==> src/rtl/cmi_mem_slave.sv <==
// CMI slave for a local memory array: decodes address cycles, runs a
// req/ack access on the memory port and returns one CMI response cycle.
module cmi_mem_slave #(
  parameter int                  ADDR_BITS = 22,
  parameter logic [23:ADDR_BITS] BASE_SEL  = '0,
  parameter int                  TIMEOUT   = 63
) (
  input  logic                 b_clk_l,
  input  logic                 mseq_init_l,
  input  logic                 dbbz_l,
  input  logic [31:0]          cmi_h,
  output logic [31:0]          cmi_out_h,
  output logic                 cmi_oe_h,
  output logic                 dbbz_out_l,
  output logic [1:0]           st_out_l,
  output logic                 mem_req_h,
  output logic                 mem_we_h,
  output logic [ADDR_BITS-3:0] mem_addr_h,
  output logic [3:0]           mem_be_h,
  output logic [31:0]          mem_wdata_h,
  input  logic [31:0]          mem_rdata_h,
  input  logic                 mem_ack_h,
  input  logic                 mem_err_h,
  output logic                 lock_h
);

  typedef enum logic [1:0] {
    IDLE, WDAT, ACC, RESP
  } state_t;

  localparam logic [5:0] TMO = 6'(TIMEOUT);
  localparam logic [2:0] F_RD_LOCK = 3'b001;
  localparam logic [2:0] F_WR_UNLK = 3'b101;

  state_t      state, nxt;
  logic        dbbz_del_h;
  logic [5:0]  cnt;
  logic [2:0]  func_q;
  logic [31:0] rdata_q;
  logic        err_q;
  logic        fn_ok;
  logic        accept;
  logic        acc_done;
  logic        resp_oe;

  wire       addr_cyc = ~dbbz_l & dbbz_del_h;
  wire [2:0] fn       = cmi_h[27:25];
  wire       unused_bits = ^{cmi_h[24], cmi_h[1:0]};

  always_comb begin
    fn_ok = 1'b0;
    unique case (fn)
      3'b000, 3'b001, 3'b010,
      3'b100, 3'b101: fn_ok = 1'b1;
      default:        fn_ok = 1'b0;
    endcase
  end

  assign accept   = addr_cyc & fn_ok &
                    (cmi_h[23:ADDR_BITS] == BASE_SEL);
  assign acc_done = mem_ack_h | (cnt == TMO);

  always_ff @(posedge b_clk_l or negedge mseq_init_l) begin
    if (!mseq_init_l) state <= IDLE;
    else              state <= nxt;
  end

  always_comb begin
    nxt = state;
    unique case (state)
      IDLE: if (accept) nxt = fn[2] ? WDAT : ACC;
      WDAT: nxt = ACC;
      ACC:  if (acc_done) nxt = RESP;
      RESP: nxt = IDLE;
      default: nxt = IDLE;
    endcase
  end

  // Outputs decode registered state only, never live inputs.
  always_comb begin
    resp_oe    = (state == RESP) & ~mem_we_h;
    dbbz_out_l = ~((state == WDAT) | (state == ACC));
    mem_req_h  = (state == ACC);
    st_out_l   = (state == RESP) ? {err_q, 1'b0} : 2'b11;
    cmi_oe_h   = resp_oe;
    cmi_out_h  = resp_oe ? rdata_q : 32'h0;
  end

  always_ff @(posedge b_clk_l or negedge mseq_init_l) begin
    if (!mseq_init_l) begin
      dbbz_del_h  <= 1'b1;
      cnt         <= '0;
      func_q      <= '0;
      mem_we_h    <= 1'b0;
      mem_be_h    <= '0;
      mem_addr_h  <= '0;
      mem_wdata_h <= '0;
      rdata_q     <= '0;
      err_q       <= 1'b0;
      lock_h      <= 1'b0;
    end else begin
      dbbz_del_h <= dbbz_l;
      cnt        <= (state == ACC) ? cnt + 6'd1 : 6'd0;
      if (state == IDLE && accept) begin
        func_q     <= fn;
        mem_we_h   <= fn[2];
        mem_be_h   <= fn[2] ? cmi_h[31:28] : 4'hf;
        mem_addr_h <= cmi_h[ADDR_BITS-1:2];
      end
      if (state == WDAT) mem_wdata_h <= cmi_h;
      if (state == ACC) begin
        if (mem_ack_h) begin
          rdata_q <= mem_rdata_h;
          err_q   <= mem_err_h;
        end else if (cnt == TMO) begin
          err_q <= 1'b1;
        end
      end
      // Lock changes land together with the response cycle.
      if (state == ACC && acc_done) begin
        if (func_q == F_RD_LOCK && mem_ack_h && !mem_err_h)
          lock_h <= 1'b1;
        if (func_q == F_WR_UNLK)
          lock_h <= 1'b0;
      end
    end
  end

endmodule

==> config.mk <==
export PLATFORM = sky130hd
export DESIGN_NAME = cmi_mem_slave
export DESIGN_NICKNAME = d
export VERILOG_FILES = /design/src/rtl/cmi_mem_slave.sv
export SDC_FILE = /design/constraint.sdc
export NUM_CORES = 1
export LEC_CHECK = 0
export ABC_AREA = 1
export CORE_UTILIZATION = 47
export CTS_CLUSTER_SIZE = 16
export DETAILED_ROUTE_END_ITERATION = 6
export PLACE_DENSITY = 0.89
export SETUP_SLACK_MARGIN = 0.02
export SYNTH_ARGS = -nofsm -noshare
export SYNTH_HDL_FRONTEND = slang
export SYNTH_SLANG_ARGS = --single-unit
export TNS_END_PERCENT = 10
==> constraint.sdc <==
create_clock -name b_clk_l -period 3.8 [get_ports b_clk_l]
set_clock_uncertainty 0.1 [all_clocks]
set_input_delay 0.76 -clock b_clk_l [delete_from_list [all_inputs] [get_ports b_clk_l]]
set_output_delay 0.76 -clock b_clk_l [all_outputs]
set_load 0.01 [all_outputs]
==> reports/qor.csv <==
stage;metric;value;unit
outcome;status;finished, final reports clean;
drt;ant_nets;0;
cells_and_area;nFillCells;617;
timing;clock.fmax;0.296;GHz
placement;place.gp.congestion;0.807;
global_routing;antenna_found_initial;0;
placement;dp_cells;697;
drt;routedWlPerCell;14.1;um
cells_and_area;register_area;0.00255;sq mm
global_routing;grt_pass1_vias;3486;
pwr;power.total;4.64;mW
min_path;hold_class;input port to asynchronous set/reset pin;
drt;dr.first_iter.drc_count;107;
drt;drtPass1Iterations;4;
drt;wl;10100;um
critical_path;max_stage_delay;0.70;ns
drt;vias;3451;
yosys;syn_area_per_cell;9.60;sq um
yosys;yosysTopAreaCell;dfrtp_1;
clock_tree;clk_pin_slew;0.10;ns
cells_and_area;n_antenna_cell;0;
yosys;synth.most_common_cell;dfrtp_1;
critical_path;worst-r2r-cell-count;5;
timing;finalSetupTns;0;ns
global_routing;grt-ovfl-total;0;
clock_tree;worstSkewPairLatency;0.34;ns
clock_tree;clockBufferDepth;2;
critical_path;crit_slowest_cell;inv_1;
yosys;syn-cell-area;0.00425;sq mm
timing;final-setup-viol-count;0;
yosys;yosysUniqueCellTypes;22;
floorplanning;chipHeight;97.0;um
critical_path;required;2.94;ns
critical_path;path_class;flop to primary output;
cells_and_area;layout.nets;674;
yosys;synth-async-reset-ratio;100;%
timing;worst_pin_slew;1.04;ns
global_routing;gr-usage-all-layers;22.1;%
clock_tree;clkSinkCount;102;
placement;post-dp-hpwl;7280;um
floorplanning;initial_utilization;48.7;%
clock_tree;hold_buffers;0;
flow_run;max-cap-violations;0;
floorplanning;ioPinCount;164;
drt;drt-vias-per-instance;4.84;
cells_and_area;multi_input_area;0.00137;sq mm
floorplanning;coreArea;0.00872;sq mm
timing;rsz0062_at_grt;no;
global_routing;grt_max_degree;65;
yosys;ys_top_cells_by_count;dfrtp_1, nor2_1, nand2_1, inv_1, a21oi_1;
pwr;pwr_density_cell;752;mW/mm^2
floorplanning;die_w;97.0;um
yosys;synth_warnings;0;
clock_tree;cts.repair.resized;0;
timing;period_needed;3.38;ns
yosys;synth_top_family_by_area;simple AND/OR/NAND/NOR gates;
yosys;synth_xor_xnor_area_share;0;%
clock_tree;cts_tree;built;
clock_tree;cts_buffers;9;
yosys;synth_ff_type;dfrtp_1;
global_routing;grt_pass1_wl;16700;um
yosys;synthAdderAreaFrac;1.47;%
yosys;synth-compound-area-share;8.10;%
timing;finalMaxSlewViolations;0;
timing;hold_slack;0.341;ns
yosys;ys_seq_area_share;60.2;%
timing;slew_headroom;30.4;%
yosys;ys_seq_elements;102;
cells_and_area;fin_cells;713;
clock_tree;htree_levels;3;
critical_path;critPathArrivalTime;2.52;ns
floorplanning;dieArea;0.00942;sq mm
yosys;syn_inst;442;
yosys;synth-simple-area-share;16.3;%
critical_path;critical_path.startpoint_type;flop;
cells_and_area;syn_to_final_growth;45.2;%
timing;fin_crit_sh;88.9;%
critical_path;end_kind;primary output;
yosys;synthMuxAreaShare;6.37;%
floorplanning;std_cell_rows;34;
pwr;p_leak;2.93;nW
yosys;yosys-top-cells-area;dfrtp_1, nor2_1, nand2_1;
clock_tree;cts-root-buf;clkbuf_8;
cells_and_area;drive_gt1_share;9.59;%
yosys;synth_edf_count;0;
yosys;synth.net_count;516;
placement;port_buffers;163;
critical_path;crit_chain;ha_1 > inv_1 > nor2_1 > inv_1 > nor2_1 > clkdlybuf4s50_1;
pwr;ir_drop;0.000459;V
critical_path;crit_fanout;32;
timing;hold_viol;0;
clock_tree;post_cts_buffers;0;
yosys;synth_top_area_share;59.5;%
drt;drc_errors;0;
-- kinds of logic (layout without fill, tap and decap cells) --
logic type	Yosys count	in the layout
muxes	24	24
AOI/OAI and AO/OA	63	63
and+or+nand+nor	174	174
adders and majority gates	5	5
DFF	102	102
buffers and inverters	74	237
-- metal layers --
metal  GRT usage (%)  vias up  routed length (um)
met4            7.92        0                 162
met3            8.09       12                 964
li1                -     1681                   -
met5               0        -                   0
met2            35.9      136                4770
met1            27.2     1622                4180
-- registers in the layout, indices dropped and copies added, names as in the netlist --
signal       cells
state            2
mem_we_h         1
dbbz_del_h       1
func_q           2
lock_h           1
mem_wdata_h     32
err_q            1
mem_addr_h      20
mem_be_h         4
rdata_q         32
cnt              6
-- through the flow --
step / setup WS (ns) / area (sq um) / util (%)
floorplan: 1.67 / 4250 / -
global placement: 0.972 / 5920 / 67.9
detailed placement: 0.776 / 5920 / 67.9
CTS: 0.385 / 6160 / 70.7
global route: 0.320 / 6160 / 70.7
finish: 0.423 / 6160 / 70.7
-- layout by cell type (no fill, tap or decap) --
master	netlist	final
inv_6	1	2
clkdlybuf4s50_1	0	162
nor2_1	82	82
o21ai_2	7	7
clkbuf_8	0	9
o21a_1	1	1
nand2_2	2	3
a21oi_1	46	46
nand2_1	80	79
buf_4	0	3
nand3_4	1	1
dfstp_2	1	1
o21ai_0	5	5
ha_1	5	4
ha_2	0	1
dfrtp_1	101	101
nand3_1	7	7
o21ai_1	4	4
mux2_2	24	24
clkinv_2	0	1
inv_1	55	55
nand4_1	1	1
clkinv_4	0	1
bufinv_16	0	3
nor2_4	1	1
clkinvlp_4	0	1
-- final timing paths --
| path | from | to | slack (ns) |
|---|---|---|---|
| worst max-delay path | state[0]$_DFFE_PN0P_ | cmi_out_h[14] | 0.42 |
| worst min-delay path | mseq_init_l | mem_wdata_h[4]$_DFFE_PN0N_ | 0.34 |
| worst max register to register | state[0]$_DFFE_PN0P_ | rdata_q[14]$_DFFE_PN0P_ | 1.53 |
| worst min register to register | cnt[0]$_DFF_PN0_ | cnt[0]$_DFF_PN0_ | 0.37 |
| max in group asynchronous | mseq_init_l | rdata_q[17]$_DFFE_PN0P_ | 2.46 |
| min in group b_clk_l | cnt[0]$_DFF_PN0_ | cnt[0]$_DFF_PN0_ | 0.37 |
-- report_power, final --
part	leakage, nW	switching, mW	internal [mW]	total, mW
Clock	0.120	0.365	0.440	0.805
Sequential	1.20	0.217	1.55	1.77
Combinational	1.61	0.961	1.10	2.06
-- final cells by class --
type,instances,area share (%)
clock inverter,7,1.95
timing repair buffer,165,26.7
clock buffer,9,2.01
inverter,56,3.49
tap,108,2.19
sequential,102,41.4
multi-input combinational,266,22.3
-- worst max-delay path: cells and delay by family (launching register included) --
kind,cells,cell delay (ns)
adders and majority gates,1,0.22
and+or+nand+nor,2,0.19
buffers and inverters,3,1.33
DFF,1,0.42
(Power assumes the default switching activity.)
